--- src/rtl/axis_pgroup_packer.sv ---
// Packs a narrow AXI-Stream of raw pixels into full-width pixel-group beats,
// marks the last group of each frame and steers frames round-robin via tdest.
module axis_pgroup_packer #(
  parameter int unsigned IN_W         = 32,
  parameter int unsigned OUT_W        = 256,
  parameter int unsigned IP_AMT       = 1,
  parameter int unsigned AXIS_TID_W   = 2,
  parameter int unsigned AXIS_TDEST_W = 1,
  parameter int unsigned TID_VAL      = 0,
  parameter int unsigned FRAME_PGNUM  = 2400
) (
  input  logic                     s_aclk,
  input  logic                     s_aresetn,
  input  logic [IN_W-1:0]          s_tdata_i,
  input  logic                     s_tvalid_i,
  input  logic                     s_tlast_i,
  output logic                     s_tready_o,
  output logic [AXIS_TID_W-1:0]    m_tid_o,
  output logic [AXIS_TDEST_W-1:0]  m_tdest_o,
  output logic [OUT_W-1:0]         m_tdata_o,
  output logic [OUT_W/8-1:0]       m_tkeep_o,
  output logic [OUT_W/8-1:0]       m_tstrb_o,
  output logic                     m_tlast_o,
  output logic                     m_tvalid_o,
  input  logic                     m_tready_i,
  output logic                     frame_done_o,
  output logic                     frame_err_o
);

  localparam int unsigned BEATS  = OUT_W / IN_W;
  localparam int unsigned KEEP_W = OUT_W / 8;
  localparam int unsigned WORD_B = IN_W / 8;
  localparam int unsigned ACC_W  = (BEATS - 1) * IN_W;
  localparam int unsigned BCNT_W = (BEATS > 1) ? $clog2(BEATS) : 1;
  localparam int unsigned GCNT_W = (FRAME_PGNUM > 1) ? $clog2(FRAME_PGNUM) : 1;

  logic                  run_q;
  logic [BCNT_W-1:0]     beat_cnt_q;
  logic [GCNT_W-1:0]     grp_cnt_q;
  logic [ACC_W-1:0]      acc_q;

  logic                  full_beat_c;
  logic                  closes_c;
  logic                  s_fire_c;
  logic                  load_c;
  logic                  m_fire_c;
  logic                  last_grp_c;
  logic                  grp_last_c;
  logic                  grp_err_c;
  logic [OUT_W-1:0]      grp_data_c;
  logic [KEEP_W-1:0]     grp_keep_c;

  // Handshake and group-close decisions for the beat currently offered
  always_comb begin
    full_beat_c = (beat_cnt_q == BCNT_W'(BEATS - 1));
    closes_c    = full_beat_c | s_tlast_i;
    s_tready_o  = run_q & ~(closes_c & m_tvalid_o & ~m_tready_i);
    s_fire_c    = s_tvalid_i & s_tready_o;
    load_c      = s_fire_c & closes_c;
    m_fire_c    = m_tvalid_o & m_tready_i;
    last_grp_c  = (grp_cnt_q == GCNT_W'(FRAME_PGNUM - 1));
    grp_last_c  = s_tlast_i | (last_grp_c & full_beat_c);
    grp_err_c   = s_tlast_i ^ (last_grp_c & full_beat_c);
  end

  // Assemble the group: accumulated words below, incoming word at its slot, zeros above
  always_comb begin
    grp_data_c             = '0;
    grp_keep_c             = '0;
    grp_data_c[ACC_W-1:0]  = acc_q;
    for (int unsigned i = 0; i < BEATS; i++) begin
      if (BCNT_W'(i) == beat_cnt_q) grp_data_c[i*IN_W +: IN_W] = s_tdata_i;
      if (BCNT_W'(i) <= beat_cnt_q) grp_keep_c[i*WORD_B +: WORD_B] = {WORD_B{1'b1}};
    end
  end

  // Input side: accumulator and beat/group counters
  always_ff @(posedge s_aclk or negedge s_aresetn) begin
    if (!s_aresetn) begin
      run_q      <= 1'b0;
      beat_cnt_q <= '0;
      grp_cnt_q  <= '0;
      acc_q      <= '0;
    end else begin
      run_q <= 1'b1;
      if (s_fire_c) begin
        if (load_c) begin
          beat_cnt_q <= '0;
          acc_q      <= '0;
          grp_cnt_q  <= grp_last_c ? '0 : grp_cnt_q + GCNT_W'(1);
        end else begin
          beat_cnt_q <= beat_cnt_q + BCNT_W'(1);
          for (int unsigned i = 0; i < BEATS - 1; i++) begin
            if (BCNT_W'(i) == beat_cnt_q) acc_q[i*IN_W +: IN_W] <= s_tdata_i;
          end
        end
      end
    end
  end

  // Output register; a load may coincide with the transfer of the previous group
  always_ff @(posedge s_aclk or negedge s_aresetn) begin
    if (!s_aresetn) begin
      m_tvalid_o   <= 1'b0;
      m_tdata_o    <= '0;
      m_tkeep_o    <= '0;
      m_tlast_o    <= 1'b0;
      m_tdest_o    <= '0;
      frame_done_o <= 1'b0;
      frame_err_o  <= 1'b0;
    end else begin
      frame_done_o <= m_fire_c & m_tlast_o;
      frame_err_o  <= load_c & grp_err_c;
      if (load_c) begin
        m_tvalid_o <= 1'b1;
        m_tdata_o  <= grp_data_c;
        m_tkeep_o  <= grp_keep_c;
        m_tlast_o  <= grp_last_c;
      end else if (m_fire_c) begin
        m_tvalid_o <= 1'b0;
      end
      if (m_fire_c && m_tlast_o) begin
        m_tdest_o <= (m_tdest_o == AXIS_TDEST_W'(IP_AMT - 1)) ? '0
                                                               : m_tdest_o + AXIS_TDEST_W'(1);
      end
    end
  end

  assign m_tstrb_o = m_tkeep_o;
  assign m_tid_o   = AXIS_TID_W'(TID_VAL);

endmodule
--- config.mk ---
export PLATFORM = sky130hd
export DESIGN_NAME = axis_pgroup_packer
export DESIGN_NICKNAME = d
export VERILOG_FILES = /design/src/rtl/axis_pgroup_packer.sv
export SDC_FILE = /design/constraint.sdc
export NUM_CORES = 1
export LEC_CHECK = 0
export ABC_AREA = 1
export CORE_MARGIN = 3
export CORE_UTILIZATION = 53
export DETAILED_ROUTE_END_ITERATION = 8
export MAX_ROUTING_LAYER = met4
export PLACE_DENSITY_LB_ADDON = 0.05
export SLEW_MARGIN = 40
export SYNTH_ARGS = -nofsm -noshare
export SYNTH_HDL_FRONTEND = slang
export SYNTH_SLANG_ARGS = --single-unit
--- constraint.sdc ---
create_clock -name s_aclk -period 2.5 [get_ports s_aclk]
set_clock_uncertainty 0.2 [all_clocks]
set_input_delay 0.25 -clock s_aclk [delete_from_list [all_inputs] [get_ports s_aclk]]
set_output_delay 0.25 -clock s_aclk [all_outputs]
set_load 0.05 [all_outputs]
==> results of run 1 <==
==> per-stage QoR <==
stage                     util, %  total power [uW]
after floorplan                 -             18000
after global placement       65.0             21600
after detailed placement     65.0             21800
after CTS                    69.6             29800
after global routing         69.6             31000
final                        69.6             29600
==> metal layers <==
layer,GRT usage [%],part of all wire (%)
met1,41.9,41
met2,48.0,47
met3,4.91,7.1
met4,15.9,5.6
met5,-,0
==> cell usage after synthesis (all sizes together) <==
cell | instances | area share, %
nor3 | 3 | 0.071
buf | 152 | 4.4
or2 | 1 | 0.030
a21oi | 131 | 3.1
nand4 | 4 | 0.15
xnor2 | 1 | 0.041
a21o | 1 | 0.035
inv | 51 | 0.90
ha | 6 | 0.35
nand2 | 804 | 14
nor4 | 1 | 0.030
a21boi | 1 | 0.035
clkbuf | 64 | 1.1
dfrtp | 508 | 60
o21ai | 522 | 12
nor2 | 155 | 2.8
conb | 2 | 0.035
nand3 | 15 | 0.35
==> kinds of logic after synthesis <==
kind of cell	Yosys count	synth area share, %
xor gates and xnor gates	1	0.0413
buffers and inverters	267	6.44
adders and majority gates	6	0.354
AOI/OAI and AO/OA	655	15.5
DFF	508	60.0
and+or+nand+nor	983	17.7
other	2	0.0354
==> state kept, by name, summed over array words and instances (netlist names) <==
| signal | count |
|---|---|
| m_tdata_o | 256 |
| frame_err_o | 1 |
| frame_done_o | 1 |
| run_q | 1 |
| m_tlast_o | 1 |
| grp_cnt_q | 12 |
| acc_q | 224 |
| beat_cnt_q | 3 |
| m_tvalid_o | 1 |
| m_tkeep_o | 8 |
==> path summary, 6_finish.rpt <==
kind	from	depth (start not counted)	slack, ns	end
min	s_tdata_i[5]	3	0.03	m_tdata_o[229]$_DFFE_PN0P_
min in group asynchronous	s_aresetn	3	0.54	acc_q[139]$_DFFE_PN0P_
max in group asynchronous	s_aresetn	4	0.51	m_tdata_o[146]$_DFFE_PN0P_
max reg2reg	beat_cnt_q[0]$_DFFE_PN0P_	8	0.26	m_tdata_o[116]$_DFFE_PN0P_
max	m_tkeep_o[30]$_DFFE_PN0P_	1	0.07	m_tkeep_o[28]
min reg2reg	acc_q[166]$_DFFE_PN0P_	2	0.28	acc_q[166]$_DFFE_PN0P_
==> cells in the final DEF (no fill, tap or decap), types with 6 or more instances in the layout <==
master | synthesis | final
nand2_1 | 803 | 799
dfrtp_1 | 508 | 508
o21ai_0 | 448 | 448
clkdlybuf4s50_1 | 0 | 357
nor2_1 | 152 | 152
a21oi_1 | 131 | 131
o21ai_1 | 74 | 74
clkbuf_16 | 0 | 52
inv_1 | 50 | 49
buf_4 | 60 | 40
buf_12 | 0 | 39
clkbuf_8 | 0 | 16
nand3_1 | 15 | 13
clkinv_2 | 0 | 8
clkbuf_1 | 64 | 7
ha_1 | 6 | 6
==> area by class of cell <==
| type | instances | share of cell area, % |
|---|---|---|
| well taps | 518 | 2.38 |
| inverters | 51 | 0.703 |
| multi-input cells | 1649 | 26.4 |
| repair buffers | 444 | 17.4 |
| diodes | 1 | 0.00919 |
| flip-flops and latches | 508 | 46.7 |
| clock buffers | 75 | 5.68 |
| clock inverters | 18 | 0.717 |
==> what timing repair did <==
item	in CTS	in global routing
gates cloned	0	0
hold buffers	5	0
setup endpoints to repair	1	4
pin swaps	1	0
setup buffers	1	0
hold endpoints to repair	409	0
resized for setup	1	3
==> power groups by stage <==
stage / registers (uW) / logic (uW) / clock network (uW)
3_5_place_dp: 11000 / 10800 / 0
4_1_cts: 10900 / 10900 / 7960
5_1_grt: 11100 / 11600 / 8300
2_1_floorplan: 14200 / 3880 / 0
3_3_place_gp: 11000 / 10600 / 0
6_report: 10900 / 10800 / 7860
==> impl_metrics.yaml, run 1 <==
timing:
  rsz0062_at_grt: "no"
  layout_setup_ws_ns: 0.0665
  setup_viol: 0
  whs_ns: 0.0272
  fin_crit_ns: 2.43
  drv_slew: 0
  finalHoldViolCount: 0
  setup_tns_ns: 0
  tightest_slew_ns: 0.697
  fmax_ghz: 0.411
  relSlewSlack_pct: 53.5
  fin_crit_sh_pct: 97.3
setup_path:
  crit_type: "flop to primary output"
  worstPathRequired_ns: 2.05
  cp.arrival_ns: 1.98
  cp_max_fo: 9
  startpoint_type: "flop"
  crit_buf_inv: 1
  critPathTopFamily: "buffers and inverters"
  crit_chain: "clkdlybuf4s50_1"
  slowest_stage: "clkdlybuf4s50_1"
  crit_path_end_kind: "primary output"
  slowest_delay_ns: 0.87
drt:
  drtIter0Drc: 1602
  via_per_inst: 5.51
  wl_per_cell_um: 19.8
  drc: 0
  ant_nets: 0
  num_vias: 18000
  firstDrtPassIters: 6
  wirelength_mm: 64.8
placement:
  place.gp.congestion: 0.842
  dpl_worst_slack_ns: 0.235
  dp_cells: 3164
  dp_hpwl_mm: 43.1
  dpl_cell_area_um2: 25400
  port-buffer-count: 361
status:
  outcome: "finished, final reports clean"
yosys:
  syn_avg_cell_area_um2: 8.75
  synth_cells: 2422
  ys.warnings.count: 0
  seq_area_frac_synth_pct: 60.0
  synth_area_um2: 21200
  yosysUniqueCellTypes: 27
  yosys_register_bits: 508
cells_and_area:
  syn_to_final_growth_pct: 28.4
  instances_no_fill: 3264
  drive_gt1_share_pct: 6.59
  regArea_um2: 12700
  multi_input_area_um2: 7180
  nNetsFinal: 2748
  final_area_um2: 27200
  n_fill_cell: 3008
global_routing:
  track_usage_pct: 31.6
  grt_max_degree: 110
  grt_pass1_vias: 17200
  grt_pass1_wl_mm: 99.6
  grt_antenna_before_repair: 1
  overflow: 0
worst_hold_path:
  hold_class: "primary input to flop"
power:
  ir_drop_mv: 0.874
  power_switching_uw: 11900
  power_density_nw_per_um2: 1090
  swShare_pct: 40.2
  pwr-share-comb_pct: 36.6
  p_leak_uw: 0.0124
  p_int_uw: 17700
  pwr-share-clk_pct: 26.5
  seqPwrFrac_pct: 36.9
clock_network:
  clkLatencyLatePin_ns: 0.60
  clockBufferDepth: 3
  cts_max_level: 2
  cts_tree: "done"
  cts_root_buf: "clkbuf_16"
  clkTransAtPathRegs_ns: 0.07
  cts.sinks: 508
  numCtsBuffers: 51
floorplan:
  design.die.area_um2: 42400
  fp.dieH_um: 206
  core-area_um2: 39100
  num_rows: 72
  start_util_pct: 54.2
  die_w_um: 206
  ioPinCount: 365
run:
  maxCapViolations: 0
No activity file was read; power rests on OpenSTA's default activity.
==> run 2, diff against run 1 <==
--- a/config.mk
+++ b/config.mk
@@ -8,6 +8,7 @@
 export ABC_AREA = 1
 export CORE_MARGIN = 3
 export CORE_UTILIZATION = 53
+export CTS_CLUSTER_SIZE = 25
 export DETAILED_ROUTE_END_ITERATION = 8
 export MAX_ROUTING_LAYER = met4
 export PLACE_DENSITY_LB_ADDON = 0.05
==> results of run 2 <==
Same layout as run 1: the final DEF is identical, and so are final timing and power.
==> run 3, diff against run 2 <==
--- a/config.mk
+++ b/config.mk
@@ -10,9 +10,11 @@
 export CORE_UTILIZATION = 53
 export CTS_CLUSTER_SIZE = 25
 export DETAILED_ROUTE_END_ITERATION = 8
+export GPL_ROUTABILITY_DRIVEN = 0
 export MAX_ROUTING_LAYER = met4
 export PLACE_DENSITY_LB_ADDON = 0.05
 export SLEW_MARGIN = 40
 export SYNTH_ARGS = -nofsm -noshare
 export SYNTH_HDL_FRONTEND = slang
 export SYNTH_SLANG_ARGS = --single-unit
+export TNS_END_PERCENT = 20
==> run 3 against run 2 <==
  * Clock power grew 3.8%
  * Critical endpoint is now m_tkeep_o[29]
  * Critical path depth unchanged
  * Worst hold slack improved by 0.0084 ns
==> impl_metrics.yaml, run 3 (synthesis gave the netlist of run 1 again) <==
placement:
  dpl_worst_slack_ns: 0.233
  dpl_cell_area_um2: 25400
  dp_hpwl_mm: 43.1
  port-buffer-count: 361
power:
  seqPwrFrac_pct: 36.5
  p_int_uw: 18100
  p_leak_uw: 0.0124
  swShare_pct: 39.7
  power_density_nw_per_um2: 1100
  pwr-share-clk_pct: 27.2
  ir_drop_mv: 0.987
  pwr-share-comb_pct: 36.3
  power_switching_uw: 11900
drt:
  drtIter0Drc: 1648
  firstDrtPassIters: 5
  wl_per_cell_um: 19.8
  num_vias: 17900
  ant_nets: 0
  drc: 0
  wirelength_mm: 64.7
  via_per_inst: 5.49
cells_and_area:
  largestRegisters: "m_tdata_o (256), acc_q (224), grp_cnt_q (12)"
  drive_gt1_share_pct: 6.46
  regArea_um2: 12700
  post-route-util_pct: 69.7
  final_common_cell: "nand2_1"
  max_flop_register: "m_tdata_o"
  syn_to_final_growth_pct: 28.5
  multi_input_area_um2: 7180
  nNetsFinal: 2745
  largest_reg_flops: 256
  final_area_um2: 27200
  final_cell_mix: "nand2_1, dfrtp_1, o21ai_0, clkdlybuf4s50_1, nor2_1"
  n_fill_cell: 3092
floorplan:
  design.die.area_um2: 42400
  ioPinCount: 365
  fp.dieH_um: 206
  die_w_um: 206
  core-area_um2: 39100
  start_util_pct: 54.2
  num_rows: 72
global_routing:
  grt_antenna_before_repair: 2
  grt_max_degree: 106
  grt_pass1_wl_mm: 98.8
  overflow: 0
  track_usage_pct: 31.4
  grt_pass1_vias: 17000
timing:
  tightest_slew_ns: 0.721
  drv_slew: 0
  fin_crit_sh_pct: 96.9
  rsz0062_at_grt: "no"
  whs_ns: 0.0356
  fmax_ghz: 0.413
  setup_tns_ns: 0
  relSlewSlack_pct: 51.9
  setup_viol: 0
  layout_setup_ws_ns: 0.0772
  finalHoldViolCount: 0
  fin_crit_ns: 2.42
clock_network:
  clkLatencyLatePin_ns: 0.58
  cts_tree: "done"
  numCtsBuffers: 52
  cts_max_level: 2
  clockBufferDepth: 3
  cts_root_buf: "clkbuf_16"
  cts.sinks: 508
  clkTransAtPathRegs_ns: 0.06
setup_path:
  slowest_delay_ns: 0.87
  cp.arrival_ns: 1.97
  startpoint_type: "flop"
  crit_buf_inv: 1
  worstPathRequired_ns: 2.05
  critPathTopFamily: "buffers and inverters"
  cp_max_fo: 9
  worstSetupPathDepth: 1
  r2r_cells: 10
  crit_chain: "clkdlybuf4s50_1"
  crit_path_end_kind: "primary output"
  crit_type: "flop to primary output"
  slowest_stage: "clkdlybuf4s50_1"
run:
  maxCapViolations: 0
worst_hold_path:
  hold_class: "primary input to flop"
  whs_path_depth: 3
status:
  outcome: "finished, final reports clean"
## run 3: layout make-up
class | instances | share of cell area (%)
clock inverters | 20 | 1.04
multi-input cells | 1649 | 26.4
repair buffers | 440 | 17.3
inverters | 51 | 0.703
flip-flops and latches | 508 | 46.7
well taps | 518 | 2.38
diodes | 2 | 0.0184
clock buffers | 73 | 5.55
## run 3: final timing paths
kind,startpoint,to,slack [ns]
max reg2reg,beat_cnt_q[0]$_DFFE_PN0P_,acc_q[105]$_DFFE_PN0P_,0.20
max,m_tkeep_o[30]$_DFFE_PN0P_,m_tkeep_o[29],0.08
min in group asynchronous,s_aresetn,m_tdata_o[136]$_DFFE_PN0P_,0.52
min reg2reg,m_tdata_o[255]$_DFFE_PN0P_,m_tdata_o[255]$_DFFE_PN0P_,0.28
min,s_tdata_i[0],m_tdata_o[224]$_DFFE_PN0P_,0.04
max in group asynchronous,s_aresetn,acc_q[46]$_DFFE_PN0P_,0.28
## run 3: power groups by stage
stage | Clock (uW) | Sequential, uW | Combinational [uW]
global placement | 0 | 11000 | 10700
floorplan | 0 | 14200 | 3880
finish | 8160 | 10900 | 10900
global route | 8570 | 11100 | 11600
detailed placement | 0 | 11000 | 10800
CTS | 8240 | 10900 | 10900
## run 3: layer usage
layer | global-route usage [%] | part of all wire, % | vias up
met5 | - | 0 | -
met4 | 14.6 | 5.1 | 0
met3 | 4.52 | 7.3 | 158
met2 | 48.3 | 47 | 747
met1 | 41.9 | 41 | 8624
li1 | - | - | 8365
## run 3: worst register-to-register path: stages, from the launching register on
cell     delay, ns
dfrtp_1       0.39
ha_1          0.21
ha_1          0.21
inv_2         0.11
nand2_2       0.11
nand2_1       0.13
nand3_4       0.16
buf_12        0.25
buf_12        0.24
nand2_1       0.09
o21ai_0       0.09
## run 3: timing repair
| item | 4_1_cts | 5_1_grt |
|---|---|---|
| hold endpoints to repair | 472 | 0 |
| setup endpoints to repair | 1 | 0 |
| hold buffers | 3 | 0 |
| gates resized for setup | 2 | 0 |
| buffers inserted | 1 | 0 |
## run 3: through the flow
step,std cells,power [uW]
after floorplan,2424,18000
after global placement,3162,21700
after detailed placement,3162,21900
after CTS,3259,30100
after global routing,3261,31300
final,3261,30000
